$ cat src/rtl/btn_pkg.sv
// Shared constants and helpers for the pushbutton conditioner.
package btn_pkg;

   localparam int unsigned PIO_WORD_W   = 32;
   localparam int unsigned LATCH_OFFSET = 16;
   localparam int unsigned MAX_BTN      = 16;

   // Width of a counter that must hold 0 .. cycles-1; never narrower than one bit.
   function automatic int unsigned cnt_width(input int unsigned cycles);
      return (cycles > 1) ? $clog2(cycles) : 1;
   endfunction

endpackage

$ cat src/rtl/btn_debounce_bit.sv
// One button: 2-flop synchronizer, polarity normalization and counter debouncer.
module btn_debounce_bit
   import btn_pkg::*;
#(
   parameter int unsigned DEBOUNCE_CYCLES = 500000,
   parameter int unsigned ACTIVE_LOW      = 1
) (
   input  logic clk_clk,
   input  logic reset_reset,
   input  logic btn_raw_i,
   output logic level_o
);

   localparam int unsigned     CntW     = cnt_width(DEBOUNCE_CYCLES);
   localparam logic [CntW-1:0] CntMax   = CntW'(DEBOUNCE_CYCLES - 1);
   localparam logic            Released = (ACTIVE_LOW != 0);

   logic            sync1_q, sync2_q;
   logic            pressed;
   logic [CntW-1:0] cnt_q, cnt_d;
   logic            level_q, level_d;

   always_ff @(posedge clk_clk or posedge reset_reset) begin
      if (reset_reset) begin
         sync1_q <= Released;
         sync2_q <= Released;
      end else begin
         sync1_q <= btn_raw_i;
         sync2_q <= sync1_q;
      end
   end

   assign pressed = (ACTIVE_LOW != 0) ? ~sync2_q : sync2_q;

   // Compare before increment so the counter tops out at DEBOUNCE_CYCLES-1.
   always_comb begin
      cnt_d   = '0;
      level_d = level_q;
      if (pressed != level_q) begin
         if (cnt_q == CntMax) begin
            level_d = pressed;
         end else begin
            cnt_d = cnt_q + 1'b1;
         end
      end
   end

   always_ff @(posedge clk_clk or posedge reset_reset) begin
      if (reset_reset) begin
         cnt_q   <= '0;
         level_q <= 1'b0;
      end else begin
         cnt_q   <= cnt_d;
         level_q <= level_d;
      end
   end

   assign level_o = level_q;

endmodule

$ cat src/rtl/button_conditioner.sv
// Debounces NUM_BTN pushbuttons and packs them into the 32-bit PIO word.
// Define BTN_PRESS_LATCH_EN to build the sticky per-button press latch.
module button_conditioner
   import btn_pkg::*;
#(
   parameter int unsigned NUM_BTN         = 4,
   parameter int unsigned DEBOUNCE_CYCLES = 500000,
   parameter int unsigned ACTIVE_LOW      = 1
) (
   input  logic                  clk_clk,
   input  logic                  reset_reset,
   input  logic [NUM_BTN-1:0]    btn_raw_i,
   input  logic [NUM_BTN-1:0]    press_clr_i,
   output logic [NUM_BTN-1:0]    btn_level_o,
   output logic [NUM_BTN-1:0]    btn_press_o,
   output logic [PIO_WORD_W-1:0] pio_word_o
);

   logic [NUM_BTN-1:0]    level_prev_q;
   logic [NUM_BTN-1:0]    latch_field;
   logic [PIO_WORD_W-1:0] pio_q, pio_d;

   for (genvar i = 0; i < NUM_BTN; i++) begin : g_btn
      btn_debounce_bit #(
         .DEBOUNCE_CYCLES(DEBOUNCE_CYCLES),
         .ACTIVE_LOW     (ACTIVE_LOW)
      ) u_debounce (
         .clk_clk    (clk_clk),
         .reset_reset(reset_reset),
         .btn_raw_i  (btn_raw_i[i]),
         .level_o    (btn_level_o[i])
      );
   end

   always_ff @(posedge clk_clk or posedge reset_reset) begin
      if (reset_reset) begin
         level_prev_q <= '0;
      end else begin
         level_prev_q <= btn_level_o;
      end
   end

   // Combinational so the pulse coincides with the rising debounced level.
   assign btn_press_o = btn_level_o & ~level_prev_q;

`ifdef BTN_PRESS_LATCH_EN
   logic [NUM_BTN-1:0] latch_q, latch_d;

   // Set wins over clear so a press arriving with a clear is never lost.
   assign latch_d = btn_press_o | (latch_q & ~press_clr_i);

   always_ff @(posedge clk_clk or posedge reset_reset) begin
      if (reset_reset) begin
         latch_q <= '0;
      end else begin
         latch_q <= latch_d;
      end
   end

   assign latch_field = latch_d;
`else
   logic unused_press_clr;
   assign unused_press_clr = ^press_clr_i;
   assign latch_field      = '0;
`endif

   always_comb begin
      pio_d                          = '0;
      pio_d[NUM_BTN-1:0]             = btn_level_o;
      pio_d[LATCH_OFFSET +: NUM_BTN] = latch_field;
   end

   always_ff @(posedge clk_clk or posedge reset_reset) begin
      if (reset_reset) begin
         pio_q <= '0;
      end else begin
         pio_q <= pio_d;
      end
   end

   assign pio_word_o = pio_q;

endmodule

$ cat config.mk
export PLATFORM = sky130hd
export DESIGN_NAME = button_conditioner
export DESIGN_NICKNAME = d
export VERILOG_FILES = /design/src/rtl/btn_pkg.sv /design/src/rtl/btn_debounce_bit.sv /design/src/rtl/button_conditioner.sv
export SDC_FILE = /design/constraint.sdc
export NUM_CORES = 1
export LEC_CHECK = 0
export CAP_MARGIN = 20
export CORE_MARGIN = 5
export CORE_UTILIZATION = 35
export DETAILED_ROUTE_END_ITERATION = 12
export PLACE_DENSITY = 0.64
export SLEW_MARGIN = 20
export SYNTH_ARGS = -nofsm -noshare
export SYNTH_HDL_FRONTEND = slang
export SYNTH_SLANG_ARGS = --single-unit
$ cat constraint.sdc
create_clock -name clk_clk -period 4.01 [get_ports clk_clk]
set_input_delay 0.6015 -clock clk_clk [delete_from_list [all_inputs] [get_ports clk_clk]]
set_output_delay 0.6015 -clock clk_clk [all_outputs]
set_load 0.05 [all_outputs]
; Yosys cells after proc, flatten, opt, wreduce, memory -nomap -nowiden
; Index checks and enable logic that the tools add are counted.
[word_totals]
ff_bits = 92
latchBits = 0
ramBits = 0
romBits = 0
in_bits = 10
output_inout_bits = 40
word_cells = 47
memories = 0
[op_classes]
n_addsub = 4
n_mul = 0
n_div = 0
n_lt_le_gt_ge = 0
eq_ne = 8
n_shift = 0
n_mux = 8
n_bitwise = 6
n_reduce_logical = 4
[ops]
columns = op, count
row1 = 19-bit 2-to-1 mux, 8
row2 = 19-bit by 1-bit adder with 19-bit output (second input constant), 4
row3 = 19-bit == test (second input constant), 4
row4 = 2-bit AND reduction, 4
row5 = 4-bit bitwise AND, 1
row6 = 1-bit != test, 4
row7 = 1-bit inverter, 4
row8 = 4-bit inverter, 1

; Longest topological paths before layout
; Gate-level depths: netlist of run 1.
[depth]
depth_word = 3
mapped_depth = 7

; Hierarchy
; A second synthesis of run 1 with hierarchy kept.
[hier_totals]
cells_unflattened = 458
area_unflattened_um2 = 4652.0
[modules_own_cells]
columns = module, n_inst, cells_each, area_each_um2
row1 = btn_debounce_bit, 4, 105, 1069.8
row2 = button_conditioner, 1, 38, 372.9

; Worst setup path after synthesis of run 1
; OpenSTA, ideal clock, no wires.
[synth_timing]
path_kind = reg2reg
startpoint = register g_btn[1].u_debounce.cnt_q[12]
endpoint = register g_btn[1].u_debounce.cnt_q[8]
arrival_ns = 1.864
required_ns = 3.891
path_slack_ns = 2.027
path_stages_with_launch = 6
path_buffers = 1
synth_period_minus_slack_ns = 1.983
path_cell_list = dfrtp_1 or4b_1 or4_4 o21ai_4 buf_4 nor2_1
[synth_between]
elab_chain_len = 3
[synth_rtl]
columns = element, line
row1 = start: declaration, btn_debounce_bit.sv:20  ; logic [CntW-1:0] cnt_q, cnt_d;
row2 = start signal: assignment, btn_debounce_bit.sv:53  ; cnt_q <= cnt_d;
row3 = 19-bit == test, btn_debounce_bit.sv:40  ; if (cnt_q == CntMax) begin
row4 = 19-bit 2-to-1 mux, btn_debounce_bit.sv:40
row5 = 19-bit 2-to-1 mux, btn_debounce_bit.sv:39  ; if (pressed != level_q) begin
row6 = net g_btn[1].u_debounce.cnt_d[8], btn_debounce_bit.sv:20
; The timed path passes the listed nets, and every way through them passes these cells.
; A chain may end at the register's enable or synchronous reset.

; Final worst setup path of run 1
[layout_timing]
startpoint = register g_btn[2].u_debounce.level_q
endpoint = output btn_press_o[2]
[layout_between]
elab_chain_len = 1
[layout_rtl]
columns = element, line
row1 = start: declaration, btn_debounce_bit.sv:21  ; logic level_q, level_d;
row2 = start signal: assignment, btn_debounce_bit.sv:54  ; level_q <= level_d;
row3 = 4-bit bitwise AND, button_conditioner.sv:44  ; assign btn_press_o = btn_level_o & ~level_prev_q;
row4 = end: declaration, button_conditioner.sv:15  ; output logic [NUM_BTN-1:0] btn_press_o,
; No other way between the ends.

==> results of run 1 <==
==> metal layers <==
layer / up-vias / routed length [um] / share of wire
li1: 1545 / - / -
met3: 9 / 417 / 0.052
met5: - / 0 / 0
met1: 1519 / 3770 / 0.47
met2: 57 / 3700 / 0.46
met4: 0 / 114 / 0.014
==> where the power goes <==
group	switching [mW]	internal (mW)
Combinational	0.0980	0.0183
Sequential	0.0139	0.945
Clock	0.364	0.462
==> critical path, cell delays in order, from the launching register on <==
cell	delay [ns]
dfrtp_1	0.41
inv_1	0.08
nor2_1	0.11
clkdlybuf4s50_1	0.81
==> cells by family after synthesis <==
logic type | synth area share
AND/OR/NAND/NOR | 0.234
adder cells (fa/ha/maj) | 0.0110
flip-flops | 0.509
other | 0.000826
XOR/XNOR | 0.104
buffers and inverters | 0.0785
AO/OA/AOI/OAI | 0.0559
multiplexers | 0.00661
==> cell type report <==
type	instances	area (um^2)	share of cell area
Inverter	20	76.3	0.0151
Sequential cell	92	2310	0.456
Clock inverter	5	42.5	0.00839
Tap cell	172	215	0.0424
Multi-Input combinational cell	331	1980	0.390
Clock buffer	11	253	0.0499
Timing Repair Buffer	20	193	0.0380
==> worst paths after layout <==
check / from / endpoint / slack (ns)
worst min-delay path: g_btn[3].u_debounce.sync1_q / g_btn[3].u_debounce.sync2_q / 0.36
worst max-delay path: g_btn[2].u_debounce.level_o / btn_press_o[2] / 1.66
worst min register to register: g_btn[3].u_debounce.sync1_q / g_btn[3].u_debounce.sync2_q / 0.36
worst max register to register: g_btn[1].u_debounce.cnt_q[12] / g_btn[1].u_debounce.cnt_q[16] / 1.83
max in group asynchronous: reset_reset / g_btn[3].u_debounce.sync2_q / 2.51
min in group asynchronous: reset_reset / g_btn[0].u_debounce.cnt_q[0] / 0.66
==> cells in the final DEF (no fill, tap or decap), types with 3 or more instances in the layout <==
master | synthesis | layout
buf_4 | 33 | 3
xor2_1 | 19 | 19
clkdlybuf4s50_1 | 0 | 17
o31ai_1 | 7 | 7
dfstp_2 | 8 | 8
nor4_1 | 9 | 9
nand4_1 | 17 | 17
nand3_1 | 22 | 22
or3_1 | 16 | 16
ha_1 | 4 | 4
nand2_1 | 24 | 24
and4_1 | 6 | 6
inv_1 | 20 | 19
nor3_1 | 11 | 11
clkbuf_16 | 0 | 9
nor4b_1 | 3 | 3
dfrtp_1 | 84 | 84
or4_1 | 9 | 9
o21ai_0 | 12 | 12
xnor2_1 | 35 | 35
mux2i_1 | 3 | 3
conb_1 | 1 | 28
inv_6 | 0 | 3
and2_1 | 5 | 5
a21oi_1 | 18 | 18
nor2_1 | 63 | 63
==> sequential cells by signal, summed over array words and instances (netlist names) <==
register,count
g_btn.u_debounce.sync1_q,4
g_btn.u_debounce.cnt_q,76
g_btn.u_debounce.level_o,4
pio_word_o,4
g_btn.u_debounce.sync2_q,4
==> metrics, run 1 <==
Routed WL per cell roughly 12 um; Fmax 425 MHz; Avg Cell Area, Syn around 10 um^2; cts repair resizes 0; DR vias 3,130; Post-CTS Setup Bufs 0; antenna viol nets, final 0; row count between 40 and 50; final worst-path cycle share 0.587; final cell count without fillers between 600 and 700; WP data required around 3.4 ns; worst min path class reg -> reg; post-route setup slack 1.66 ns; clock root cell clkbuf_16; initial antenna violation count 0; top cells by count, synth 84 x dfrtp_1, 63 x nor2_1, 35 x xnor2_1, 33 x buf_4, 24 x nand2_1; placed cell area between 0.004 and 0.005 mm^2; Die W 124 um; pre-CTS WS between 1.5 and 2 ns; Synth Cell Area about 0.0045 mm^2; max cap viols 0; RD Place Congestion between 0.8 and 0.9; Final Util 0.400; Max H-tree Level 3; vias in the first global route around 3,100; I/O Pins 50; critical path launch point type register; gate count after technology mapping 457; layer with the highest usage met2; Cell variety after synth 40; outcome complete, no violations; # placed instances approximately 640; first-pass GRT wire length between 10 and 15 mm; final hold viol count 0; die extent in y ~120 um; Post-synth top flop dfrtp_1; Leak roughly 2 nW; placeable core area about 0.013 mm^2; most area-hungry cell type in the Yosys netlist dfrtp_1; initial core utilization 0.358; Max Slew Vio Count 0; post-synthesis async set-or-reset flop share 1.00; Final setup viols 0; Setup Skew approximately 0.0044 ns; register bit count reported by yosys 92; fin crit period between 2 and 2.5 ns; Crit. End Element output pin; pin count of the biggest net entering global routing 41; Filler cells roughly 1,300; hold path depth 0; Die ar. between 0.015 and 0.02 mm^2; layout cells sized above 1 0.0814; gr usage total 0.113; critical path class reg -> out; power density cells ~380 mW/mm^2; Hold Buf Count CTS 0; Global Route met2 Usage 0.178; WL final approximately 8 mm; top-count cell post-synth dfrtp_1; worst vdd ir around 0.26 mV; diodes inserted 0; CTS Buffer Depth 2; crit path DAT approximately 1.8 ns; crit path max fanout 4; Rel. slew slack 0.511; Setup TNS 0 ns; GRT overflow 0; clk_lat worst skew between 0.3 and 0.4 ns; first-pass iteration count of the detailed router 5; power consumption 1.90 mW; top-area cell type share of the netlist area 0.463; clock sink total slightly above 90; Num CTS Buffers 9; met3 Track Usage GR 0.0318; Post-DP HPWL roughly 5.6 mm; Post-Layout Inst Area between 0.005 and 0.006 mm^2; synth top area cells dfrtp_1 46%, xnor2_1 6.7%, buf_4 5.5%, nor2_1 5.2%, dfstp_2 4.6%; total number of yosys warnings 0; starting DRC count in detailed routing around 160; worst-margin pin slew 0.733 ns; IO buf count 17; Worst-path clk slew around 0.070 ns; DRC 0; fin nets a little under 500; Post-synth EDFFs 0; Synth-to-Final Area Change 11.6%; RSZ-0062 raised after global routing no; DR vias/cell around 4.8; path depth of the worst reg2reg path 4; met1 usage 0.147; register area share after synthesis 0.509; CTS tree done; worst hold slack approximately 0.36 ns
Note: power is estimated with default switching activity, not from simulation.
==> run 2, diff against run 1 <==
==> constraint.sdc (replaced) <==
create_clock -name clk_clk -period 2.3 [get_ports clk_clk]
set_input_delay 0.345 -clock clk_clk [delete_from_list [all_inputs] [get_ports clk_clk]]
set_output_delay 0.345 -clock clk_clk [all_outputs]
set_load 0.05 [all_outputs]
==> metrics, run 2 (synthesized netlist as in run 1, its figures left out) <==
slowest CP cell clkdlybuf4s50_1; Worst-path clk slew approximately 0.060 ns; max cap viols 0; worst hold slack 0.355 ns; outcome complete, no violations; Setup TNS 0 ns; power consumption 3.68 mW; CTS Buffer Depth 2; worst vdd ir 0.360 mV; Num CTS Buffers 9; commonest non-fill, non-tap cells in the layout 84 x dfrtp_1, 63 x nor2_1, 35 x xnor2_1; DR vias approximately 3,200; CTS tree done; fin crit period ~2.1 ns; RSZ-0062 raised after global routing no; DRC 0; vias in the first global route approximately 3,300; Critical Path Max Stage Delay between 0.8 and 0.9 ns; Final Util 0.412; post-route setup slack 0.226 ns; starting DRC count in detailed routing 160; DR vias/cell between 4 and 5; cts repair resizes 0; critical path class reg -> out; Max H-tree Level 3; IO buf count 17; die extent in y ~120 um; power density cells slightly above 700 mW/mm^2; Fmax 482 MHz; final worst-path cycle share 0.902; pin count of the biggest net entering global routing between 40 and 50; CP cell instances nor2b_1 > clkdlybuf4s50_1; path depth of the worst reg2reg path 4; diodes inserted 0; Post-DP HPWL roughly 6 mm; antenna viol nets, final 0; crit path DAT 1.73 ns; crit path max fanout 5; RD Place Congestion ~0.80; worst-margin pin slew 0.597 ns; WL final roughly 8.3 mm; GRT overflow 0; most common cell after layout, fill and taps aside dfrtp_1; Final setup viols 0; worst min path class in -> async; initial core utilization 0.358; largest register by flop count g_btn.u_debounce.cnt_q; Post-CTS Setup Bufs 0; critical path launch point type register; Die ar. about 0.015 mm^2; first-pass GRT wire length 15.0 mm; Filler cells ~1,200; pre-CTS WS roughly 0.29 ns; gr usage total 0.121; clock sink total 92; Crit. End Element output pin; Die W ~120 um; Max Slew Vio Count 0; first-pass iteration count of the detailed router 4; layout cells sized above 1 0.0961; I/O Pins 50; Hold Buf Count CTS 0; Rel. slew slack 0.598; Synth-to-Final Area Change 15.1%; fin nets about 500; clk_lat worst skew approximately 0.34 ns; initial antenna violation count 0; max FFs per register 76; Leak a little over 2 nW; clock root cell clkbuf_16; placeable core area between 0.01 and 0.015 mm^2; row count a little over 40; Routed WL per cell 12.6 um; WP data required just under 2 ns; final hold viol count 0; Setup Skew around 0.007 ns
run 2: worst max-delay path: cells and delay by family, from the launching register on:
family	cells	cell delay [ns]
buffers and inverters	1	0.81
DFF	1	0.43
and+or+nand+nor	1	0.16
run 2: routing by layer:
| layer | track usage | part of all wire | wire length, um |
|---|---|---|---|
| met5 | 0 | 0 | 0 |
| met4 | 0.0445 | 0.018 | 150 |
| met3 | 0.0282 | 0.041 | 340 |
| met2 | 0.203 | 0.48 | 4000 |
| met1 | 0.152 | 0.46 | 3810 |
run 2: power breakdown:
group	internal, mW	total, mW	switching, mW
clock	1.18	1.79	0.615
combinational	0.0421	0.215	0.173
sequential	1.65	1.67	0.0244
run 2: final timing paths:
path                                              start                       endpoint  slack (ns)
setup / recovery            g_btn[3].u_debounce.level_o                 btn_press_o[3]        0.23
hold / removal                              reset_reset  g_btn[3].u_debounce.cnt_q[16]        0.36
setup reg to reg           g_btn[2].u_debounce.cnt_q[2]  g_btn[2].u_debounce.cnt_q[17]        0.29
hold reg to reg             g_btn[3].u_debounce.sync1_q    g_btn[3].u_debounce.sync2_q        0.36
max in group asynchronous                   reset_reset    g_btn[0].u_debounce.sync2_q        1.32
min in group clk_clk        g_btn[3].u_debounce.sync1_q    g_btn[3].u_debounce.sync2_q        0.36
run 2: final cells by class:
type | instances | area (um^2) | area share
clock buffers | 10 | 229 | 0.0438
repair buffers | 30 | 280 | 0.0536
flip-flops and latches | 92 | 2310 | 0.442
clock inverters | 6 | 136 | 0.0261
multi-input cells | 331 | 1970 | 0.378
well taps | 172 | 215 | 0.0412
inverters | 20 | 78.8 | 0.0151
run 2: through the flow:
stage / cells / area [um^2]
after floorplan: 484 / 4650
after global placement: 645 / 4860
after detailed placement: 645 / 4860
after CTS: 661 / 5230
after global routing: 661 / 5230
final: 661 / 5230
==> run 3, diff against run 2 <==
--- a/config.mk
+++ b/config.mk
@@ -8,6 +8,7 @@
 export CAP_MARGIN = 20
 export CORE_MARGIN = 5
 export CORE_UTILIZATION = 35
+export CTS_CLUSTER_SIZE = 10
 export DETAILED_ROUTE_END_ITERATION = 12
 export PLACE_DENSITY = 0.64
 export SLEW_MARGIN = 20
==> results of run 3 <==
No change in the layout: final DEF, timing and power equal those of run 2.
